<file path="config.mk">
export PLATFORM = sky130hd
export DESIGN_NAME = apb_sfr_bridge_flat
export DESIGN_NICKNAME = d
export VERILOG_FILES = /design/src/rtl/apb_sfr_bridge_pkg.sv /design/src/rtl/apb_sfr_bridge_if.sv /design/src/rtl/apb_sfr_addr_decode.sv /design/src/rtl/apb_sfr_bridge.sv /design/src/flat_wrapper.sv
export SDC_FILE = /design/constraint.sdc
export NUM_CORES = 1
export LEC_CHECK = 0
export BUFFER_PORTS_ARGS = -buffer_cell sky130_fd_sc_hd__buf_2
export CORE_AREA = 2 2 95 97
export CTS_BUF_LIST = sky130_fd_sc_hd__clkbuf_2 sky130_fd_sc_hd__clkbuf_4 sky130_fd_sc_hd__clkbuf_8
export DETAILED_ROUTE_END_ITERATION = 8
export DIE_AREA = 0 0 97 99
export PLACE_DENSITY = 0.87
export SLEW_MARGIN = 20
export SYNTH_ARGS = -nofsm -noshare
export SYNTH_HDL_FRONTEND = slang
export SYNTH_HIERARCHICAL = 1
export SYNTH_SLANG_ARGS = --single-unit
</file>
<file path="constraint.sdc">
create_clock -name clk -period 4 [get_ports clk]
set_input_delay 0.4 -clock clk [delete_from_list [all_inputs] [get_ports clk]]
set_output_delay 0.4 -clock clk [all_outputs]
set_load 0.01 [all_outputs]
</file>
<file path="src/rtl/apb_sfr_bridge_pkg.sv">
// Shared types and register map for the APB-to-SFR bridge and its register block.
package apb_sfr_bridge_pkg;

    typedef enum logic [1:0] {
        IDLE,
        REQ,
        WAIT,
        DONE
    } state_t;

    localparam logic [31:0] SFR_CTRL     = 32'h0000_0000;
    localparam logic [31:0] SFR_INTR_STS = 32'h0000_0004;
    localparam logic [31:0] SFR_INTR_MSK = 32'h0000_0008;
    localparam logic [31:0] SFR_DEBUG    = 32'h0000_000C;

    localparam int SFR_NUM_REGS = 4;

    // Byte-lane merge used by register blocks sitting behind the bridge.
    function automatic logic [31:0] apply_strobe(input logic [31:0] old_word,
                                                 input logic [31:0] new_word,
                                                 input logic [3:0]  strobe);
        logic [31:0] result;
        result = old_word;
        for (int b = 0; b < 4; b++) begin
            if (strobe[b]) begin
                result[8*b +: 8] = new_word[8*b +: 8];
            end
        end
        return result;
    endfunction

endpackage

</file>
<file path="src/rtl/apb_sfr_bridge_if.sv">
// APB4 completer-side bus bundle for the SFR bridge.
interface apb_sfr_bridge_if #(
    parameter int ADDR_WIDTH = 32,
    parameter int DATA_WIDTH = 32
);
    logic                    psel;
    logic                    penable;
    logic                    pwrite;
    logic [ADDR_WIDTH-1:0]   paddr;
    logic [DATA_WIDTH-1:0]   pwdata;
    logic [DATA_WIDTH/8-1:0] pstrb;
    logic [DATA_WIDTH-1:0]   prdata;
    logic                    pready;
    logic                    pslverr;

    modport master (
        output psel, penable, pwrite, paddr, pwdata, pstrb,
        input  prdata, pready, pslverr
    );

    modport slave (
        input  psel, penable, pwrite, paddr, pwdata, pstrb,
        output prdata, pready, pslverr
    );

endinterface

</file>
<file path="src/rtl/apb_sfr_addr_decode.sv">
// Combinational decode of an APB byte address onto the SFR word map.
module apb_sfr_addr_decode #(
    parameter int ADDR_WIDTH = 32,
    parameter int NUM_REGS   = 4,
    parameter int IDX_W      = (NUM_REGS > 1) ? $clog2(NUM_REGS) : 1
) (
    input  logic [ADDR_WIDTH-1:0] paddr,
    output logic                  hit,
    output logic [IDX_W-1:0]      index
);

    localparam logic [ADDR_WIDTH-1:0] MAP_LIMIT = ADDR_WIDTH'(NUM_REGS * 4);

    // The full address is compared so aliases in the upper bits are rejected.
    always_comb begin
        hit   = (paddr[1:0] == 2'b00) && (paddr < MAP_LIMIT);
        index = paddr[IDX_W+1:2];
    end

endmodule

</file>
<file path="src/rtl/apb_sfr_bridge.sv">
// APB4 slave that turns each transfer into one SFR read/write request pulse.
// Optional WAIT-state timeout is enabled by defining SFR_BRIDGE_TIMEOUT_EN.
module apb_sfr_bridge
    import apb_sfr_bridge_pkg::*;
#(
    parameter int ADDR_WIDTH     = 32,
    parameter int DATA_WIDTH     = 32,
    parameter int NUM_REGS       = SFR_NUM_REGS
`ifdef SFR_BRIDGE_TIMEOUT_EN
    ,
    parameter int TIMEOUT_CYCLES = 16
`endif
) (
    input  logic                    clk,
    input  logic                    reset_n,
    apb_sfr_bridge_if.slave         apb,
    output logic                    o_wr_en,
    output logic                    o_rd_en,
    output logic [ADDR_WIDTH-1:0]   o_waddr,
    output logic [ADDR_WIDTH-1:0]   o_raddr,
    output logic [DATA_WIDTH-1:0]   o_wdata,
    output logic [DATA_WIDTH/8-1:0] o_wstrobe,
    input  logic                    i_wready,
    input  logic                    i_rvalid,
    input  logic [DATA_WIDTH-1:0]   i_rdata
);

    localparam int IDX_W = (NUM_REGS > 1) ? $clog2(NUM_REGS) : 1;

    logic                  dec_hit;
    logic [IDX_W-1:0]      dec_index;
    logic [ADDR_WIDTH-1:0] dec_addr;

    apb_sfr_addr_decode #(
        .ADDR_WIDTH (ADDR_WIDTH),
        .NUM_REGS   (NUM_REGS),
        .IDX_W      (IDX_W)
    ) u_addr_decode (
        .paddr (apb.paddr),
        .hit   (dec_hit),
        .index (dec_index)
    );

    assign dec_addr = ADDR_WIDTH'({dec_index, 2'b00});

    state_t state;
    logic   req_write;

`ifdef SFR_BRIDGE_TIMEOUT_EN
    localparam logic [7:0] TMO_LAST = 8'(TIMEOUT_CYCLES - 1);
    logic [7:0] tmo_cnt;
`endif

    // Request pulses and PREADY are one-cycle strobes, so they default low each cycle.
    always_ff @(posedge clk) begin
        if (!reset_n) begin
            state       <= IDLE;
            req_write   <= 1'b0;
            o_wr_en     <= 1'b0;
            o_rd_en     <= 1'b0;
            o_waddr     <= '0;
            o_raddr     <= '0;
            o_wdata     <= '0;
            o_wstrobe   <= '0;
            apb.pready  <= 1'b0;
            apb.pslverr <= 1'b0;
            apb.prdata  <= '0;
`ifdef SFR_BRIDGE_TIMEOUT_EN
            tmo_cnt     <= '0;
`endif
        end else begin
            o_wr_en     <= 1'b0;
            o_rd_en     <= 1'b0;
            apb.pready  <= 1'b0;
            apb.pslverr <= 1'b0;
            apb.prdata  <= '0;
            case (state)
                IDLE: begin
                    if (apb.psel && !apb.penable) begin
                        req_write <= apb.pwrite;
                        if (dec_hit) begin
                            state   <= REQ;
                            o_wr_en <= apb.pwrite;
                            o_rd_en <= !apb.pwrite;
                            if (apb.pwrite) begin
                                o_waddr   <= dec_addr;
                                o_wdata   <= apb.pwdata;
                                o_wstrobe <= apb.pstrb;
                            end else begin
                                o_raddr   <= dec_addr;
                                o_wstrobe <= '0;
                            end
`ifdef SFR_BRIDGE_TIMEOUT_EN
                            tmo_cnt <= '0;
`endif
                        end else begin
                            // Unmapped or misaligned: answer directly, SFR block untouched.
                            state       <= DONE;
                            apb.pready  <= 1'b1;
                            apb.pslverr <= 1'b1;
                        end
                    end
                end
                REQ: begin
                    state <= WAIT;
                end
                WAIT: begin
                    if (req_write ? i_wready : i_rvalid) begin
                        state       <= DONE;
                        apb.pready  <= 1'b1;
                        apb.prdata  <= req_write ? '0 : i_rdata;
`ifdef SFR_BRIDGE_TIMEOUT_EN
                    end else if (tmo_cnt == TMO_LAST) begin
                        state       <= DONE;
                        apb.pready  <= 1'b1;
                        apb.pslverr <= 1'b1;
                    end else begin
                        tmo_cnt <= tmo_cnt + 8'd1;
`endif
                    end
                end
                DONE: begin
                    state <= IDLE;
                end
                default: begin
                    state <= IDLE;
                end
            endcase
        end
    end

endmodule

</file>
<file path="src/flat_wrapper.sv">
// flat-port wrapper written by rule: the top's interface ports become plain ports
module apb_sfr_bridge_flat import apb_sfr_bridge_pkg::*;
#(
    parameter int ADDR_WIDTH     = 32,
    parameter int DATA_WIDTH     = 32,
    parameter int NUM_REGS       = SFR_NUM_REGS

)
  (clk, reset_n, o_wr_en, o_rd_en, o_waddr, o_raddr, o_wdata, o_wstrobe, i_wready, i_rvalid, i_rdata, apb_psel, apb_penable, apb_pwrite, apb_paddr, apb_pwdata, apb_pstrb, apb_prdata, apb_pready, apb_pslverr);
  apb_sfr_bridge_if #(.ADDR_WIDTH(ADDR_WIDTH), .DATA_WIDTH(DATA_WIDTH)) apb_i ();
  input  logic clk;
  input  logic reset_n;
  output logic o_wr_en;
  output logic o_rd_en;
  output logic [ADDR_WIDTH-1:0] o_waddr;
  output logic [ADDR_WIDTH-1:0] o_raddr;
  output logic [DATA_WIDTH-1:0] o_wdata;
  output logic [DATA_WIDTH/8-1:0] o_wstrobe;
  input  logic i_wready;
  input  logic i_rvalid;
  input  logic [DATA_WIDTH-1:0] i_rdata;
  input wire logic [$bits(apb_i.psel)-1:0] apb_psel;
  input wire logic [$bits(apb_i.penable)-1:0] apb_penable;
  input wire logic [$bits(apb_i.pwrite)-1:0] apb_pwrite;
  input wire logic [$bits(apb_i.paddr)-1:0] apb_paddr;
  input wire logic [$bits(apb_i.pwdata)-1:0] apb_pwdata;
  input wire logic [$bits(apb_i.pstrb)-1:0] apb_pstrb;
  output wire logic [$bits(apb_i.prdata)-1:0] apb_prdata;
  output wire logic [$bits(apb_i.pready)-1:0] apb_pready;
  output wire logic [$bits(apb_i.pslverr)-1:0] apb_pslverr;
  assign apb_i.psel = apb_psel;
  assign apb_i.penable = apb_penable;
  assign apb_i.pwrite = apb_pwrite;
  assign apb_i.paddr = apb_paddr;
  assign apb_i.pwdata = apb_pwdata;
  assign apb_i.pstrb = apb_pstrb;
  assign apb_prdata = apb_i.prdata;
  assign apb_pready = apb_i.pready;
  assign apb_pslverr = apb_i.pslverr;
  apb_sfr_bridge #(.ADDR_WIDTH(ADDR_WIDTH), .DATA_WIDTH(DATA_WIDTH), .NUM_REGS(NUM_REGS)) u_core (.clk(clk), .reset_n(reset_n), .apb(apb_i), .o_wr_en(o_wr_en), .o_rd_en(o_rd_en), .o_waddr(o_waddr), .o_raddr(o_raddr), .o_wdata(o_wdata), .o_wstrobe(o_wstrobe), .i_wready(i_wready), .i_rvalid(i_rvalid), .i_rdata(i_rdata));
endmodule
</file>
# Word level (Yosys, flattened, before mapping)
# Index checks and enable logic that the tools add are counted.
classes:
  n_lt_le_gt_ge: 1
  eq_ne: 5
  mux: 10
  bitwise_logic: 4
  n_reduce_logical: 14
op_table:
  columns: ["op", "count"]
  rows:
  - ["$lt 32x5->1 const B", 1]
  - ["$reduce_and 4->1", 3]
  - ["$pmux 2 s4", 1]
  - ["$mux 2", 3]
  - ["$reduce_and 2->1", 3]
  - ["$eq 2x2->1 const B", 2]
  - ["$logic_not 2->1", 2]
  - ["$mux 1", 4]
  - ["$mux 4", 1]
  - ["$ne 2x1->1 const B", 2]
  - ["$not 1->1", 4]
  - ["$reduce_or 4->1", 1]
  - ["$reduce_and 3->1", 1]
  - ["$eq 2x1->1 const B", 1]
  - ["$logic_and 1x1->1", 2]
  - ["$logic_not 1->1", 2]
  - ["$pmux 1 s2", 1]
word_totals:
  reg_bits: 79
  input_bits: 107
  output_inout_bits: 136
  word_cells: 45

# Logic depth before layout (Yosys ltp)
logic_depth:
  ltp_word: 5
  mapped_depth: 8
  ltp_nobuf: 6

# Hierarchy
# The synthesis kept the hierarchy.
modules_own_cells:
  columns: ["mod", "instances", "cells_per_inst", "area_per_inst_um2"]
  rows:
  - ["apb_sfr_bridge", 1, 345, 3293.2]
  - ["apb_sfr_addr_decode", 1, 13, 85.1]

# Worst setup path after synthesis
# No wires, ideal clock.
synth_timing:
  path_type: "input to register"
  start: "input port apb_paddr[8]"
  end: "register u_core.o_wstrobe[1]"
  setup_ns: 0.066
  arrival_time_ns: 1.650
  t_required_ns: 3.934
  setup_slack_ns: 2.284
  cell_stages: 8
  path_cell_list: "nor4_1 > nand4_1 > nor2_1 > and4b_1 > buf_4 > buf_6 > nand3_2 > a21boi_2"
synth_via:
  elab_chain_len: 3
synth_rtl:
  columns: ["item", "line", "source"]
  rows:
  - ["start: declaration", "flat_wrapper.sv:25", "input wire logic [$bits(apb_i.paddr)-1:0] apb_paddr;"]
  - ["$lt 32x5->1", "apb_sfr_addr_decode.sv:16", "hit = (paddr[1:0] == 2'b00) && (paddr < MAP_LIMIT);"]
  - ["$logic_and 1x1->1", "apb_sfr_addr_decode.sv:16", null]
  - ["net u_core.dec_hit", "apb_sfr_bridge.sv:30", "logic dec_hit;"]
  - ["$reduce_and 3->1 (no line)", null, null]
  - ["end signal: assignment", "apb_sfr_bridge.sv:88", "o_wstrobe <= apb.pstrb;"]
  - ["end: declaration", "apb_sfr_bridge.sv:22", "output logic [DATA_WIDTH/8-1:0] o_wstrobe,"]
# The timed path passes the listed nets, and every way through them passes these cells.
# A chain may end at the register's enable or synchronous reset.

# Worst setup path after layout
layout_timing:
  start: "input port apb_paddr[8]"
  end: "register u_core.o_wdata[8]"
layout_via:
  elab_chain_len: 3
layout_rtl:
  columns: ["item", "line", "source"]
  rows:
  - ["$lt 32x5->1", "apb_sfr_addr_decode.sv:16", null]
  - ["$logic_and 1x1->1", "apb_sfr_addr_decode.sv:16", null]
  - ["net u_core.dec_hit", "apb_sfr_bridge.sv:30", null]
  - ["$reduce_and 4->1 (no line)", null, null]
  - ["end signal: assignment", "apb_sfr_bridge.sv:87", "o_wdata <= apb.pwdata;"]
  - ["end: declaration", "apb_sfr_bridge.sv:21", "output logic [DATA_WIDTH-1:0] o_wdata,"]
# The timed path passes the listed nets, and every way through them passes these cells.

==> results.txt <==
Share of the synthesized area in the top cell type - 46.8%
Slowest Stage Delay on Critical Path - 0.64 ns
Netlist cell types - 35
Post-CTS Resized - 0
Cell count of the worst hold path - 2
Number of diodes - 0
Sequential Area - 0.00158 sq mm
Flops & latches, synth - 79
Synth area leaders - dfxtp_1 47%, buf_4 14%, a21boi_1 8.0%, and2_1 6.1%, nand3_1 5.6%
WL/cell - 13.0 microns
DP HPWL - 6.09 mm
Top-count cell post-synth - dfxtp_1
Slew @ Worst Pin - 0.838 ns
DR iter-0 viols - 129
Crit path from - apb_paddr[8]
DRT Pass-1 Iters - 6
CTS H-Tree Depth - 3
R2r setup slk - 1.82 ns
Syn avg cell area - 9.44 sq um
LEAKAGE - 0.00214 uW
CP max stage cell - nand4b_1
# hold bufs at CTS - 0
Critical path depth - 8
Post-CTS Setup Bufs - 0
Final wirelength - 8.29 mm
Clock tree root buffer cell - clkbuf_8
Startpoint types - input pin
Bufs and invs on worst path - 2
Worst r2r dst - u_core/o_wdata[8]$_SDFFE_PN0P_
Starting Density - 39.5%
Rows - 34
Sequential area share after synthesis - 46.8%
Unrepaired setup endpoints after global routing - no
Die Area - 0.00960 sq mm
Initial antenna violation count - 0
Pin count of the biggest net entering global routing - 50
Min-delay worst type - input pin to flop
Dpl ws - 1.17 ns
Critical Path RT - 4.23 ns
Final min period - 2.52 ns
Routability-driven placement congestion ratio - 0.848
CP top delay family - simple AND/OR/NAND/NOR gates
Final Skew - 0.0101 ns
Relative slew slack - 44.1%
Hold Crit Start - i_rdata[0]
Setup slack after layout - 1.48 ns
Boundary Pins - 243
Hold worst-path end - u_core/apb.prdata[0]$_SDFF_PP0_
Final Setup Violations - 0
Predominant post-synthesis flop cell - dfxtp_1
Grt total ovfl - 0
Final Cell Area - 0.00431 sq mm
GRT Util Overall - 16.5%
Fin nets - 634
CTS tree - yes
VDD IR max - 0.185 mV
Area of the multi-input gates - 0.00141 sq mm
Port Buffers - 182
Total power - 1800 uW
Die height - 99 microns
Status - finished, final reports clean
# DRC - 0
Routed Antenna Nets - 0
Max Freq - 0.397 GHz
Commonest cells in the netlist - 79 x dfxtp_1, 63 x buf_4, 38 x nand3_1
Pwr dens - 418 mW/mm^2
Cell taking the most area after synthesis - dfxtp_1
Placed Area - 0.00406 sq mm
Crit-path max FO - 23
FF-to-FF Start - u_core/state[0]$_SDFFE_PN0P_
FILL cells - 795
Final Util - 50.4%
Critical path start-end classification - input pin to flop
Number of global-route vias before repair - 2812
Maxcap violations - 0
Clk Latency, worst-skew pair - 0.34 ns
CTS max path bufs - 2
Total negative slack - 0 ns
FF-to-FF path depth - 6
Share of post-route cells with drive strength above 1 - 39.1%
Fin crit share - 62.9%
Worst Path Arrival - 2.75 ns
TritonCTS buffer count - 9
EDFF count, synth - 0
Clock sink count - 79
Synthesized area - 0.00338 sq mm
Die Span X - 97 microns
Layout area overhead - 27.5%
Core Region - 0.00855 sq mm
Via count - 2919
Synth Instances - 358
First-pass GRT wire length - 13.1 mm
Fraction of registers with async set/reset - 0%
Clk slew on worst S/H paths - 0.09 ns
Vias/cell - 4.58
Synthesis Warnings - 6
Final hold vios - 0
Crit path cell chain - buf_2 -> nor4_1 -> nand4_1 -> nor2_1 -> nand4b_1 -> buf_4 -> o21ai_0 -> a21boi_1
Crit. End Element - flop
Max-slew violations - 0
-- logic make-up after synthesis --
logic type / Yosys count / share of synthesized area, %
simple gates: 100 / 17.2
fa+ha+maj: 3 / 1.11
flops: 79 / 46.8
other cells: 1 / 0.111
compound gates: 81 / 15.6
buf+inv: 91 / 18.2
mux: 3 / 0.889
-- state kept, by name (all words and copies together) (netlist names) --
| register | count |
|---|---|
| u_core/state | 2 |
| u_core/o_waddr | 2 |
| u_core/req_write | 1 |
| u_core/o_raddr | 2 |
| u_core/o_wr_en | 1 |
| u_core/o_rd_en | 1 |
| u_core/apb.pslverr | 1 |
| u_core/o_wstrobe | 4 |
| u_core/apb.prdata | 32 |
| u_core/apb.pready | 1 |
| u_core/o_wdata | 32 |
-- per-stage QoR --
step,cells,hold slack (ns)
CTS,637,0.232
floorplan,417,0.451
global placement,621,0.454
finish,637,0.253
global route,637,0.235
detailed placement,621,0.461
-- report_power, final --
part / internal [uW] / switching [uW] / total (uW)
clock network: 428 / 300 / 728
registers: 818 / 12.3 / 830
logic: 106 / 139 / 245
total: 1350 / 452 / 1800
-- layout make-up --
class	count	area share, %
clock buffer	10	3.05
clock inverter	6	2.70
inverter	4	0.349
multi-input combinational	247	32.7
sequential	79	36.7
tap	108	3.14
timing repair buffer	183	21.3
-- per-layer routing --
metal	share of wire [%]	track usage [%]	wire (microns)
met1	41	20.5	3360
met2	49	27.1	4030
met3	9.7	5.53	808
met4	1.0	5.74	85
met5	0	0	0
-- layout by cell type, fill, tap and decap left out, types with 2 or more instances in the layout --
| master | instances |
|---|---|
| o21ai_0 | 36 |
| a21boi_1 | 36 |
| nand2_1 | 7 |
| bufinv_16 | 3 |
| nand3_2 | 2 |
| inv_6 | 2 |
| a21boi_0 | 2 |
| nand4_1 | 2 |
| mux2i_1 | 3 |
| and2_1 | 33 |
| buf_2 | 182 |
| and3_1 | 2 |
| conb_1 | 60 |
| inv_1 | 3 |
| dfxtp_1 | 79 |
| clkbuf_8 | 9 |
| ha_1 | 3 |
| nor4_1 | 6 |
| nor2_1 | 2 |
| a21boi_2 | 2 |
| nand3_1 | 38 |
-- worst max-delay path by stage --
stage                                            end
detailed placement    u_core/o_wdata[8]$_SDFFE_PN0P_
CTS                   u_core/o_wdata[8]$_SDFFE_PN0P_
floorplan           u_core/o_wstrobe[1]$_SDFFE_PN0P_
finish                u_core/o_wdata[8]$_SDFFE_PN0P_
global placement      u_core/o_wdata[5]$_SDFFE_PN0P_
global route          u_core/o_wdata[8]$_SDFFE_PN0P_
(Power assumes the default switching activity.)
